## src/rtl/instr_seq.sv

```systemverilog
`default_nettype none
// ============================================================================
// Module   : instr_seq
// Brief    : Multi-cycle instruction sequencer. Walks IDLE/FETCH/DECODE/EXEC/
//            MEM/WB per instruction, emits datapath strobes and counts
//            retired instructions. HALT is sticky until reset.
// Revision : 1.0 - initial release
// ============================================================================
module instr_seq (
  input  logic        clk,
  input  logic        rst,
  input  logic        start,
  input  logic [5:0]  opcode,
  input  logic        branch_taken,
  input  logic        mem_ready,
  output logic        mem_req,
  output logic        mem_we,
  output logic        ir_load,
  output logic        pc_inc,
  output logic        pc_load,
  output logic        cu_en,
  output logic        reg_we,
  output logic        sp_inc,
  output logic        sp_dec,
  output logic        halted,
  output logic        err,
  output logic [2:0]  state,
  output logic [15:0] instret
);

  typedef enum logic [2:0] {
    S_IDLE   = 3'd0,
    S_FETCH  = 3'd1,
    S_DECODE = 3'd2,
    S_EXEC   = 3'd3,
    S_MEM    = 3'd4,
    S_WB     = 3'd5,
    S_HALT   = 3'd6
  } state_t;

  typedef enum logic [3:0] {
    CL_TR, CL_LOAD, CL_STORE, CL_PSH, CL_POP,
    CL_BR, CL_ALU, CL_MOV, CL_HLT, CL_ILL
  } opclass_t;

  // Map a raw opcode onto its instruction class.
  function automatic opclass_t classify(input logic [5:0] op);
    case (op)
      6'd0, 6'd1:                      classify = CL_TR;
      6'd2:                            classify = CL_LOAD;
      6'd3:                            classify = CL_STORE;
      6'd4:                            classify = CL_PSH;
      6'd5:                            classify = CL_POP;
      6'd6, 6'd7, 6'd8, 6'd9, 6'd10:   classify = CL_BR;
      6'd20, 6'd21, 6'd22:             classify = CL_ALU;
      6'd23:                           classify = CL_MOV;
      6'd63:                           classify = CL_HLT;
      default:                         classify = CL_ILL;
    endcase
  endfunction

  state_t      r_state;
  state_t      w_next_state;
  logic [5:0]  r_opcode;
  logic        r_err;
  logic [15:0] r_instret;
  logic        w_retire;
  logic        w_set_err;
  opclass_t    w_cls_live;
  opclass_t    w_cls_held;

  // The live opcode is only trusted in DECODE; later states use the held copy.
  assign w_cls_live = classify(opcode);
  assign w_cls_held = classify(r_opcode);

  assign state   = r_state;
  assign halted  = (r_state == S_HALT);
  assign err     = r_err;
  assign instret = r_instret;

  // Next-state, strobe and retirement decode for the current state.
  always_comb begin
    w_next_state = r_state;
    mem_req      = 1'b0;
    mem_we       = 1'b0;
    ir_load      = 1'b0;
    pc_inc       = 1'b0;
    pc_load      = 1'b0;
    cu_en        = 1'b0;
    reg_we       = 1'b0;
    sp_inc       = 1'b0;
    sp_dec       = 1'b0;
    w_retire     = 1'b0;
    w_set_err    = 1'b0;
    case (r_state)
      S_IDLE: begin
        if (start) w_next_state = S_FETCH;
      end
      S_FETCH: begin
        mem_req = 1'b1;
        if (mem_ready) begin
          ir_load      = 1'b1;
          pc_inc       = 1'b1;
          w_next_state = S_DECODE;
        end
      end
      S_DECODE: begin
        if (w_cls_live == CL_HLT) begin
          w_next_state = S_HALT;
        end else if (w_cls_live == CL_ILL) begin
          w_next_state = S_HALT;
          w_set_err    = 1'b1;
        end else begin
          w_next_state = S_EXEC;
        end
      end
      S_EXEC: begin
        cu_en = 1'b1;
        case (w_cls_held)
          CL_LOAD, CL_STORE, CL_PSH, CL_POP: w_next_state = S_MEM;
          CL_BR: begin
            pc_load      = branch_taken;
            w_retire     = 1'b1;
            w_next_state = S_FETCH;
          end
          default: w_next_state = S_WB;
        endcase
      end
      S_MEM: begin
        mem_req = 1'b1;
        mem_we  = (w_cls_held == CL_STORE) || (w_cls_held == CL_PSH);
        if (mem_ready) begin
          case (w_cls_held)
            CL_PSH: begin
              sp_dec       = 1'b1;
              w_retire     = 1'b1;
              w_next_state = S_FETCH;
            end
            CL_POP: begin
              sp_inc       = 1'b1;
              w_next_state = S_WB;
            end
            CL_STORE: begin
              w_retire     = 1'b1;
              w_next_state = S_FETCH;
            end
            default: w_next_state = S_WB;
          endcase
        end
      end
      S_WB: begin
        reg_we       = 1'b1;
        w_retire     = 1'b1;
        w_next_state = S_FETCH;
      end
      S_HALT: w_next_state = S_HALT;
      default: w_next_state = S_IDLE;
    endcase
  end

  // State register; reset abandons any in-flight transfer at once.
  always_ff @(posedge clk or posedge rst) begin
    if (rst) r_state <= S_IDLE;
    else     r_state <= w_next_state;
  end

  // Capture the opcode while decoding so later opcode changes are harmless.
  always_ff @(posedge clk or posedge rst) begin
    if (rst)                     r_opcode <= 6'd0;
    else if (r_state == S_DECODE) r_opcode <= opcode;
  end

  // Sticky error flag raised by an illegal opcode.
  always_ff @(posedge clk or posedge rst) begin
    if (rst)            r_err <= 1'b0;
    else if (w_set_err) r_err <= 1'b1;
  end

  // Retired-instruction counter, wraps naturally at 16 bits.
  always_ff @(posedge clk or posedge rst) begin
    if (rst)           r_instret <= 16'd0;
    else if (w_retire) r_instret <= r_instret + 16'd1;
  end

endmodule
`default_nettype wire

```

## config.mk

```make
export PLATFORM = sky130hd
export DESIGN_NAME = instr_seq
export DESIGN_NICKNAME = d
export VERILOG_FILES = /design/src/rtl/instr_seq.sv
export SDC_FILE = /design/constraint.sdc
export NUM_CORES = 1
export LEC_CHECK = 0
export CAP_MARGIN = 40
export CORE_MARGIN = 1
export CORE_UTILIZATION = 43
export DETAILED_ROUTE_END_ITERATION = 16
export GPL_TIMING_DRIVEN = 0
export PLACE_DENSITY_LB_ADDON = 0.25
export SYNTH_ARGS = -nofsm -noshare
export SYNTH_HDL_FRONTEND = slang
export SYNTH_SLANG_ARGS = --single-unit
export TNS_END_PERCENT = 20
```

## constraint.sdc

```tcl
create_clock -name clk -period 1.58 [get_ports clk]
set_input_delay 0.316 -clock clk [delete_from_list [all_inputs] [get_ports clk]]
set_output_delay 0.316 -clock clk [all_outputs]
set_load 0.1 [all_outputs]
```

==> results.json, run 1 <==
{
  "synth_common_cells": "26 x dfrtp_1, 15 x nand2_1, 14 x xor2_1",
  "ctsHoldBuffers": 0,
  "synth_most_common_cell": "dfrtp_1",
  "place_hpwl_um": 2870,
  "ios": 41,
  "outcome": "aborted with a tool error",
  "syn_inst": 147,
  "synth_top_area_frac": 0.438,
  "die_y_um": 60.8,
  "port_buffers": 40,
  "postGrtWorstEndpoint": "sp_inc",
  "numCtsBuffers": 3,
  "gp_congestion": 0.839,
  "stop_error": "[ERROR DPL-0033] detailed placement checks failed during check placement.",
  "synth_edf_count": 0,
  "seq_area_frac_synth": 0.438,
  "synth_seq_cells": 26,
  "ys_types": 40,
  "antenna_found_initial": 0,
  "synth_area_leaders": "dfrtp_1 44%, xor2_1 8.3%, nand2_1 3.8%",
  "start_util": 0.471,
  "cts.sinks": 26,
  "place_inst": 262,
  "cts_buffer_depth": 2,
  "cts_root_buf": "clkbuf_4",
  "haltStage": "5_1_grt",
  "yosys_most_used_dff": "dfrtp_1",
  "fp.dieW_um": 60.8,
  "yosysTopAreaCell": "dfrtp_1",
  "grt_max_degree": 18,
  "syn_area_um2": 1490,
  "async_reset_ff_frac": 1.00,
  "synth-warning-count": 0,
  "htree_levels": 1,
  "synth_nets": 159,
  "num_rows": 20,
  "worstEpCategory": "output port",
  "syn_avg_cell_area_um2": 10.1
}
per-stage QoR:
step / hold WS [ns] / utilization / setup WS, ns / cell area [um2] / TNS, ns
floorplan: 0.356 / - / -1.02 / 1580 / -18.23
global placement: 0.455 / 0.645 / -1.24 / 2030 / -22.60
detailed placement: 0.461 / 0.797 / -0.855 / 2510 / -13.99
CTS: 0.305 / 0.901 / -0.419 / 2840 / -8.66
kinds of logic after synthesis:
logic type                 synth area share
and+or+nand+nor                       0.190
adders and majority gates           0.00842
buffers and inverters                0.0413
DFF                                   0.438
xor gates and xnor gates             0.0944
muxes                                0.0379
AOI/OAI and AO/OA                     0.190
timing repair:
action | in CTS
pin swaps | 5
endpoints found under the hold margin | 0
buffers inserted | 15
setup endpoints to repair | 53
gates resized for setup | 85
==> run 2: changes to the inputs <==
--- a/config.mk
+++ b/config.mk
@@ -7,10 +7,10 @@
 export LEC_CHECK = 0
 export CAP_MARGIN = 40
 export CORE_MARGIN = 1
-export CORE_UTILIZATION = 43
+export CORE_UTILIZATION = 40
 export DETAILED_ROUTE_END_ITERATION = 16
 export GPL_TIMING_DRIVEN = 0
-export PLACE_DENSITY_LB_ADDON = 0.25
+export PLACE_DENSITY_LB_ADDON = 0.15
 export SYNTH_ARGS = -nofsm -noshare
 export SYNTH_HDL_FRONTEND = slang
 export SYNTH_SLANG_ARGS = --single-unit
==> constraint.sdc (replaced) <==
create_clock -name clk -period 2.05 [get_ports clk]
set_input_delay 0.41 -clock clk [delete_from_list [all_inputs] [get_ports clk]]
set_output_delay 0.41 -clock clk [all_outputs]
set_load 0.1 [all_outputs]
==> run 2 against run 1 <==
Compared with the run above: the flow now finishes, with violations (setup timing); synthesized cell count did not move; area after synthesis did not move.
==> results.json, run 2 <==
{
  "swShare": 0.526,
  "place_hpwl_um": 2930,
  "wl_per_cell_um": 15.2,
  "start_util": 0.431,
  "final_cells": 277,
  "synth_common_cells": "26 x dfrtp_1, 15 x nand2_1, 14 x xor2_1",
  "synth_most_common_cell": "dfrtp_1",
  "final_util": 0.800,
  "worst_skew_pair.late_latency_ns": 0.27,
  "fin_nets": 244,
  "critPathMaxStageDelay_ns": 0.50,
  "synth_nets": 159,
  "p_int_mw": 2.22,
  "async_reset_ff_frac": 1.00,
  "placed_cell_area_um2": 2510,
  "area_growth_pct": 85.3,
  "grt_util_all_layers": 0.228,
  "power_density_nw_per_um2": 1700,
  "routed_via_density": 5.27,
  "worst_pin_slew_ns": 0.576,
  "timing.fmax_ghz": 0.480,
  "path_common_cell": "buf_4",
  "synth_area_leaders": "dfrtp_1 44%, xor2_1 8.3%, nand2_1 3.8%",
  "ios": 41,
  "final_common_cell": "clkdlybuf4s50_1",
  "switching_power_mw": 2.46,
  "routedLengthMet1_um": 1810,
  "cts_buffer_depth": 2,
  "coreArea_um2": 3440,
  "failed_checks": "setup timing",
  "yosys_most_used_dff": "dfrtp_1",
  "drt_iter0_markers": 85,
  "slowest_stage": "dfrtp_4",
  "crit_path_start_kind": "flip-flop",
  "cap_violations": 0,
  "layout_common_cells": "29 x clkdlybuf4s50_1, 21 x buf_8, 21 x dfrtp_1",
  "total_leakage_power_nw": 1.09,
  "wl_met3_um": 161,
  "place_inst": 264,
  "r2r_start": "r_opcode[4]",
  "synth_edf_count": 0,
  "antenna_cells": 0,
  "wl_met2_um": 2210,
  "vdd_drop_max_mv": 0.933,
  "final_area_um2": 2750,
  "drive_gt1_frac": 0.398,
  "dr_total_vias": 1460,
  "wl_um": 4220,
  "maxSlewViolCount": 0,
  "grt_pass1_wl_um": 7130,
  "num_rows": 21,
  "cts_root_buf": "clkbuf_8",
  "setup_ws_ns": -0.0314,
  "clkPwrFrac": 0.093,
  "synth_top_area_frac": 0.438,
  "p_seq_frac": 0.205,
  "ys_types": 40,
  "clk_pin_slew_worst_paths_ns": 0.10,
  "total_power_mw": 4.68,
  "syn_area_um2": 1490,
  "grt_overflow": 0,
  "grt_pass1_vias": 1540,
  "combPwrFrac": 0.702,
  "cts.sinks": 26,
  "crit_start": "state[2]",
  "synth-warning-count": 0,
  "cp-end-kind": "primary output",
  "setup_viol_count_final": 2,
  "cp.arrival_ns": 1.67,
  "yosysTopAreaCell": "dfrtp_1",
  "skew_ns": 0.00258,
  "required_ns": 1.64,
  "synth_seq_cells": 26,
  "critical_path_class": "reg -> out",
  "die_y_um": 62.9,
  "antenna_found_initial": 0,
  "syn_inst": 147,
  "hold_class": "in -> async",
  "critical_path.max_fanout": 3,
  "finalHoldViolations": 0,
  "maxSlewHeadroom": 0.615,
  "drtPass1Iterations": 4,
  "period_minus_slack_ns": 2.08,
  "die_area_um2": 3960,
  "htree_levels": 1,
  "ctsHoldBuffers": 0,
  "numCtsBuffers": 3,
  "finalCritPeriodShare": 1.02,
  "grt_max_degree": 20,
  "grt_setup_unrepaired": "true",
  "top_layer": "met4",
  "syn_avg_cell_area_um2": 10.1,
  "drc_errors": 0,
  "ant_nets": 0,
  "fp.dieW_um": 62.9,
  "crit_chain": "buf_4, buf_4, clkdlybuf4s50_1, buf_8",
  "cts_tree": "yes",
  "seq_area_frac_synth": 0.438,
  "outcome": "finished with violations",
  "largest_reg_flops": 16,
  "port_buffers": 40,
  "gp_congestion": 0.767
}
-- run 2: cell counts after synthesis --
No cell type changed its count.
-- run 2: worst paths after layout --
| check | end | slack [ns] | cells past startpoint |
|---|---|---|---|
| worst max-delay path | state[2] | -0.03 | 4 |
| min in group clk | instret[15] | 0.49 | 1 |
| worst max register to register | instret[15] | 0.01 | 8 |
| max in group asynchronous | state[1] | 1.20 | 3 |
| worst min-delay path | r_opcode[3] | 0.41 | 2 |
| worst min register to register | instret[15] | 0.49 | 1 |
-- run 2: cells by family after synthesis --
family,after synthesis,synth area share
AND/OR/NAND/NOR,53,0.190
AO/OA/AOI/OAI,33,0.190
flip-flops,26,0.438
XOR/XNOR,16,0.0944
buffers and inverters,13,0.0413
multiplexers,5,0.0379
adder cells (fa/ha/maj),1,0.00842
-- run 2: worst max-delay path, delay by kind of cell (launching register included) --
| kind | cells | cell delay, ns |
|---|---|---|
| buf+inv | 4 | 0.90 |
| flops | 1 | 0.50 |
-- run 2: repair_timing --
item                                    4_1_cts  5_1_grt
endpoints found under the setup margin       10       18
gates resized for setup                      36       10
setup buffers                                12        1
pin swaps                                     4        4
-- run 2: stage by stage --
| stage | hold slack (ns) | TNS, ns | worst slack (ns) |
|---|---|---|---|
| final | 0.412 | -0.0501 | -0.0314 |
| after CTS | 0.430 | -0.614 | -0.231 |
| after detailed placement | 0.462 | -3.05 | -0.552 |
| after global placement | 0.457 | -6.70 | -0.961 |
| after floorplan | 0.450 | -9.44 | -0.642 |
| after global routing | 0.453 | -0.525 | -0.0993 |
-- run 2: final cells by class --
type	instances	area, um2
timing repair buffer	80	972
buffer	5	52.6
fill	208	689
sequential	26	664
clock inverter	1	30.0
multi-input combinational	108	901
clock buffer	3	41.3
tap	46	57.6
inverter	8	33.8
-- run 2: metal layers --
layer / up-vias / global-route usage
met5: - / 0
met4: 0 / 0.0901
met3: 4 / 0.0365
met2: 42 / 0.391
met1: 711 / 0.284
li1: 703 / -
-- run 2: power by group through the flow --
stage / clock network (mW) / registers [mW] / logic [mW]
2_1_floorplan: 0 / 1.77 / 1.07
3_3_place_gp: 0 / 0.943 / 2.37
3_5_place_dp: 0 / 0.963 / 2.94
4_1_cts: 0.438 / 0.957 / 3.22
5_1_grt: 0.467 / 0.993 / 3.42
6_report: 0.436 / 0.958 / 3.29
No activity file was read; power rests on OpenSTA's default activity.
==> run 3: changes to the inputs <==
--- a/config.mk
+++ b/config.mk
@@ -11,6 +11,7 @@
 export DETAILED_ROUTE_END_ITERATION = 16
 export GPL_TIMING_DRIVEN = 0
 export PLACE_DENSITY_LB_ADDON = 0.15
+export SLEW_MARGIN = 25
 export SYNTH_ARGS = -nofsm -noshare
 export SYNTH_HDL_FRONTEND = slang
 export SYNTH_SLANG_ARGS = --single-unit
==> run 3 against run 2 <==
Compared with the run above: the flow now finishes without violations; sequential share of layout area is 0.37 points higher; register-to-register slack improved by 0.07 ns; cell count is the same; global-route usage decreased by 0.47 points; die area did not move; power shrank 0.15%; worst setup slack better by 0.051 ns; clock power down 1%; largest power group unchanged.
==> results.json, run 3 (same netlist as run 2, synthesis figures left out) <==
{
  "outcome": "finished, final reports clean",
  "start_util": 0.431,
  "timing.setup.tns_ns": 0,
  "ant_nets": 0,
  "hold_depth": 1,
  "power_density_nw_per_um2": 1720,
  "total_leakage_power_nw": 1.07,
  "crit_family": "simple AND/OR/NAND/NOR gates",
  "drc_errors": 0,
  "worst_pin_slew_ns": 0.665,
  "reg2reg_depth": 6,
  "fin_nets": 244,
  "final_common_cell": "clkdlybuf4s50_1",
  "r2r_slack_ns": 0.08,
  "cp-end-kind": "primary output",
  "hold_start": "instret[15]",
  "nFillCells": 212,
  "die_area_um2": 3960,
  "wl_per_cell_um": 15.3,
  "area_growth_pct": 83.2,
  "cap_violations": 0,
  "vdd_drop_max_mv": 1.04,
  "largest_reg_flops": 16,
  "slowest_stage": "dfrtp_4",
  "grt_pass1_wl_um": 7030,
  "hold_path_end": "instret[15]",
  "r2r_start": "r_opcode[4]",
  "drive_gt1_frac": 0.403,
  "skew_ns": 0.00678,
  "grt_pass1_vias": 1496,
  "coreArea_um2": 3440,
  "required_ns": 1.64,
  "numCtsBuffers": 3,
  "drtPass1Iterations": 4,
  "fp.dieW_um": 62.9,
  "grt_overflow": 0,
  "placed_cell_area_um2": 2500,
  "htree_levels": 1,
  "dr_total_vias": 1484,
  "critical_path.max_fanout": 8,
  "critical_path_class": "reg -> out",
  "ctsHoldBuffers": 0,
  "crit_buf_inv": 2,
  "grt_util_all_layers": 0.224,
  "setup_viol_count_final": 0,
  "finalCritPeriodShare": 0.991,
  "drt_iter0_markers": 67,
  "layout_common_cells": "29 x clkdlybuf4s50_1, 21 x buf_8, 19 x dfrtp_1, 14 x xor2_1, 14 x buf_4",
  "ios": 41,
  "port_buffers": 40,
  "num_rows": 21,
  "grt_setup_unrepaired": "true",
  "routed_via_density": 5.36,
  "cts_buffer_depth": 2,
  "worst_skew_pair.late_latency_ns": 0.27,
  "antenna_cells": 0,
  "cts_tree": "yes",
  "grt_max_degree": 18,
  "wl_um": 4240,
  "die_y_um": 62.9,
  "crit_path_start_kind": "flip-flop",
  "maxSlewViolCount": 0,
  "cts.sinks": 26,
  "crit_chain": "nand2b_4, nor2_4, nand3_4, buf_8, nor2_4, buf_12",
  "path_common_cell": "nor2_4",
  "gp_congestion": 0.767,
  "hold_class": "reg -> reg",
  "critPathMaxStageDelay_ns": 0.51,
  "maxSlewHeadroom": 0.556,
  "cp.arrival_ns": 1.62,
  "period_minus_slack_ns": 2.03,
  "place_hpwl_um": 2950,
  "finalHoldViolations": 0,
  "timing.fmax_ghz": 0.492,
  "antenna_found_initial": 0,
  "final_area_um2": 2720,
  "clk_pin_slew_worst_paths_ns": 0.10,
  "cts_root_buf": "clkbuf_8",
  "r2r_end": "instret[10]"
}
-- run 3: layout make-up --
class / instances / area [um2] / share of cell area
clock inverters: 1 / 30.0 / 0.0110
inverters: 8 / 32.5 / 0.0120
plain buffers: 5 / 52.6 / 0.0193
multi-input cells: 108 / 888 / 0.326
well taps: 46 / 57.6 / 0.0211
repair buffers: 80 / 952 / 0.350
clock buffers: 3 / 41.3 / 0.0152
flip-flops and latches: 26 / 667 / 0.245
-- run 3: worst max-delay path by stage --
stage / start / to / slack [ns] / cells past startpoint
global placement: mem_ready / sp_inc / -0.96 / 4
CTS: state[2] / halted / -0.24 / 5
global route: state[2] / pc_load / -0.04 / 6
detailed placement: mem_ready / sp_inc / -0.55 / 5
floorplan: state[2] / pc_load / -0.64 / 5
finish: state[2] / pc_load / 0.02 / 6
-- run 3: timing repair --
action                     CTS  global route
setup endpoints to repair   10            14
hold endpoints to repair     0             0
pin swaps                    5             5
buffers inserted             8             5
resized for setup           35            10
-- run 3: per-stage QoR --
| step | setup slack [ns] | std cells | power [mW] | util | hold slack [ns] |
|---|---|---|---|---|---|
| final | 0.0193 | 277 | 4.67 | 0.791 | 0.486 |
| after global routing | -0.0432 | 277 | 4.87 | 0.791 | 0.528 |
| after CTS | -0.242 | 273 | 4.55 | 0.779 | 0.483 |
| after detailed placement | -0.552 | 264 | 3.90 | 0.726 | 0.462 |
| after global placement | -0.961 | 233 | 3.31 | 0.591 | 0.457 |
| after floorplan | -0.642 | 147 | 2.83 | - | 0.450 |
-- run 3: routing by layer --
metal	global-route usage	wire, um	vias up
met5	0	0	-
met4	0.0814	134	0
met3	0.0383	185	12
met2	0.387	2160	62
met1	0.276	1760	713
li1	-	-	697
-- run 3: worst reg2reg max path: stages, from the launching register on --
cell	delay (ns)
dfrtp_2	0.44
buf_4	0.16
nor3_4	0.22
and4_1	0.25
a21oi_2	0.12
a2111oi_1	0.51
xor2_1	0.19
-- run 3: power by group --
| group | internal (mW) | leakage, nW | switching, mW |
|---|---|---|---|
| Clock | 0.261 | 0.0357 | 0.168 |
| Combinational | 1.24 | 0.757 | 2.02 |
| Sequential | 0.717 | 0.273 | 0.271 |
| Total | 2.21 | 1.07 | 2.46 |
==> run 4: changes to the inputs <==
==> constraint.sdc (replaced) <==
create_clock -name clk -period 2.3 [get_ports clk]
set_input_delay 0.46 -clock clk [delete_from_list [all_inputs] [get_ports clk]]
set_output_delay 0.46 -clock clk [all_outputs]
set_load 0.1 [all_outputs]
==> run 4 against run 3 <==
Compared with the run above: non-clock buffer count shrank 9; die area did not move; register-to-register slack better by 0.26 ns; sequential cell count did not move; clock-buffer cell count did not move; power down 15%; wire length shrank 11%; first-iteration DRC count shrank 39%; core utilization down 2.4 points; global-route usage down 1.6 points; via count decreased by 5.1%; final area is 3.0% lower; highest routed layer unchanged.
==> results.json, run 4 (same netlist as run 2, synthesis figures left out) <==
{
  "finalCritPeriodShare": 0.993,
  "timing.fmax_ghz": 0.438,
  "total_power_mw": 3.96,
  "r2r_start": "r_opcode[4]",
  "outcome": "finished, final reports clean",
  "finalHoldViolations": 0,
  "nFillCells": 223,
  "layout_common_cells": "31 x clkdlybuf4s50_1, 23 x buf_8, 20 x dfrtp_1, 14 x nand2_1, 14 x xor2_1",
  "cp.arrival_ns": 1.82,
  "maxSlewViolCount": 0,
  "die_y_um": 62.9,
  "port_buffers": 40,
  "grt_pass1_vias": 1460,
  "crit_path_start_kind": "flip-flop",
  "maxSlewHeadroom": 0.552,
  "drtPass1Iterations": 4,
  "cts.sinks": 26,
  "total_leakage_power_nw": 1.04,
  "numCtsBuffers": 3,
  "cts_tree": "yes",
  "num_rows": 21,
  "grt_util_all_layers": 0.207,
  "routed_via_density": 5.26,
  "setup_ws_ns": 0.0151,
  "start_util": 0.431,
  "htree_levels": 1,
  "critical_path_class": "reg -> out",
  "pre_cts_ws_ns": -0.402,
  "antenna_cells": 0,
  "drive_gt1_frac": 0.351,
  "grt_overflow": 0,
  "fin_nets": 235,
  "coreArea_um2": 3440,
  "clk_pin_slew_worst_paths_ns": 0.09,
  "hold_class": "reg -> reg",
  "die_area_um2": 3960,
  "ios": 41,
  "critical_path.max_fanout": 4,
  "cp-end-kind": "primary output",
  "required_ns": 1.84,
  "hold_depth": 1,
  "antenna_found_initial": 0,
  "place_hpwl_um": 2950,
  "seq_area_um2": 666,
  "vdd_drop_max_mv": 0.876,
  "cap_violations": 0,
  "final_common_cell": "clkdlybuf4s50_1",
  "dr_total_vias": 1409,
  "reg2reg_depth": 5,
  "worst_pin_slew_ns": 0.671,
  "area_growth_pct": 77.7,
  "cts_buffer_depth": 2,
  "setup_viol_count_final": 0,
  "power_density_nw_per_um2": 1500,
  "grt_max_degree": 18,
  "period_minus_slack_ns": 2.28,
  "cts_root_buf": "clkbuf_8",
  "largest_reg_flops": 16,
  "hold_start": "instret[15]",
  "fp.dieW_um": 62.9,
  "wl_um": 3770,
  "worst_skew_pair.late_latency_ns": 0.27,
  "grt_pass1_wl_um": 6540,
  "wl_per_cell_um": 14.1,
  "crit_start": "state[1]",
  "drc_errors": 0,
  "grt_setup_unrepaired": "true",
  "multiInputGateArea_um2": 875,
  "skew_ns": 0.00651,
  "gp_congestion": 0.767,
  "drt_iter0_markers": 41,
  "ant_nets": 0
}
-- run 4: through the flow --
step / instance area (um2) / hold WS (ns) / setup TNS [ns] / std cells / utilization
6_report: 2640 / 0.475 / 0 / 268 / 0.767
5_1_grt: 2640 / 0.528 / -0.104 / 268 / 0.767
4_1_cts: 2620 / 0.483 / -0.288 / 268 / 0.760
3_5_place_dp: 2500 / 0.462 / -1.77 / 264 / 0.726
3_3_place_gp: 2040 / 0.457 / -4.79 / 233 / 0.591
2_1_floorplan: 1580 / 0.500 / -3.92 / 147 / -
-- run 4: final timing paths --
| check | to | slack [ns] |
|---|---|---|
| setup / recovery | reg_we | 0.02 |
| hold / removal | instret[15] | 0.47 |
| setup reg to reg | instret[12] | 0.34 |
| hold reg to reg | instret[15] | 0.47 |
| max in group asynchronous | state[1] | 1.16 |
| min in group asynchronous | instret[12] | 0.59 |
-- run 4: timing repair --
action,CTS,global route
hold buffers,0,0
buffers inserted,2,1
gates resized for setup,21,8
endpoints found under the setup margin,10,6
pin swaps,1,1
-- run 4: layer usage --
metal | part of all wire | global-route usage | wire length [um] | vias to the layer above
li1 | - | - | - | 682
met1 | 0.45 | 0.258 | 1690 | 678
met2 | 0.50 | 0.364 | 1900 | 43
met3 | 0.036 | 0.0310 | 134 | 6
met4 | 0.015 | 0.0640 | 56 | 0
met5 | 0 | 0 | 0 | -
-- run 4: layout make-up --
class,instances,share of cell area
clock buffers,3,0.0156
multi-input cells,108,0.331
plain buffers,5,0.0175
well taps,46,0.0218
inverters,8,0.0114
flip-flops and latches,26,0.252
repair buffers,71,0.339
clock inverters,1,0.0114
-- run 4: critical path, stage by stage (launching register included) --
cell             delay (ns)
dfrtp_4                0.49
inv_2                  0.12
and3_1                 0.20
clkdlybuf4s50_1        0.54
buf_8                  0.21
-- run 4: where the power goes --
part           total, mW  switching (mW)  internal (mW)
Sequential         0.880           0.242          0.638
Combinational       2.70            1.71          0.995
Clock              0.375           0.142          0.233
Total               3.96            2.09           1.87
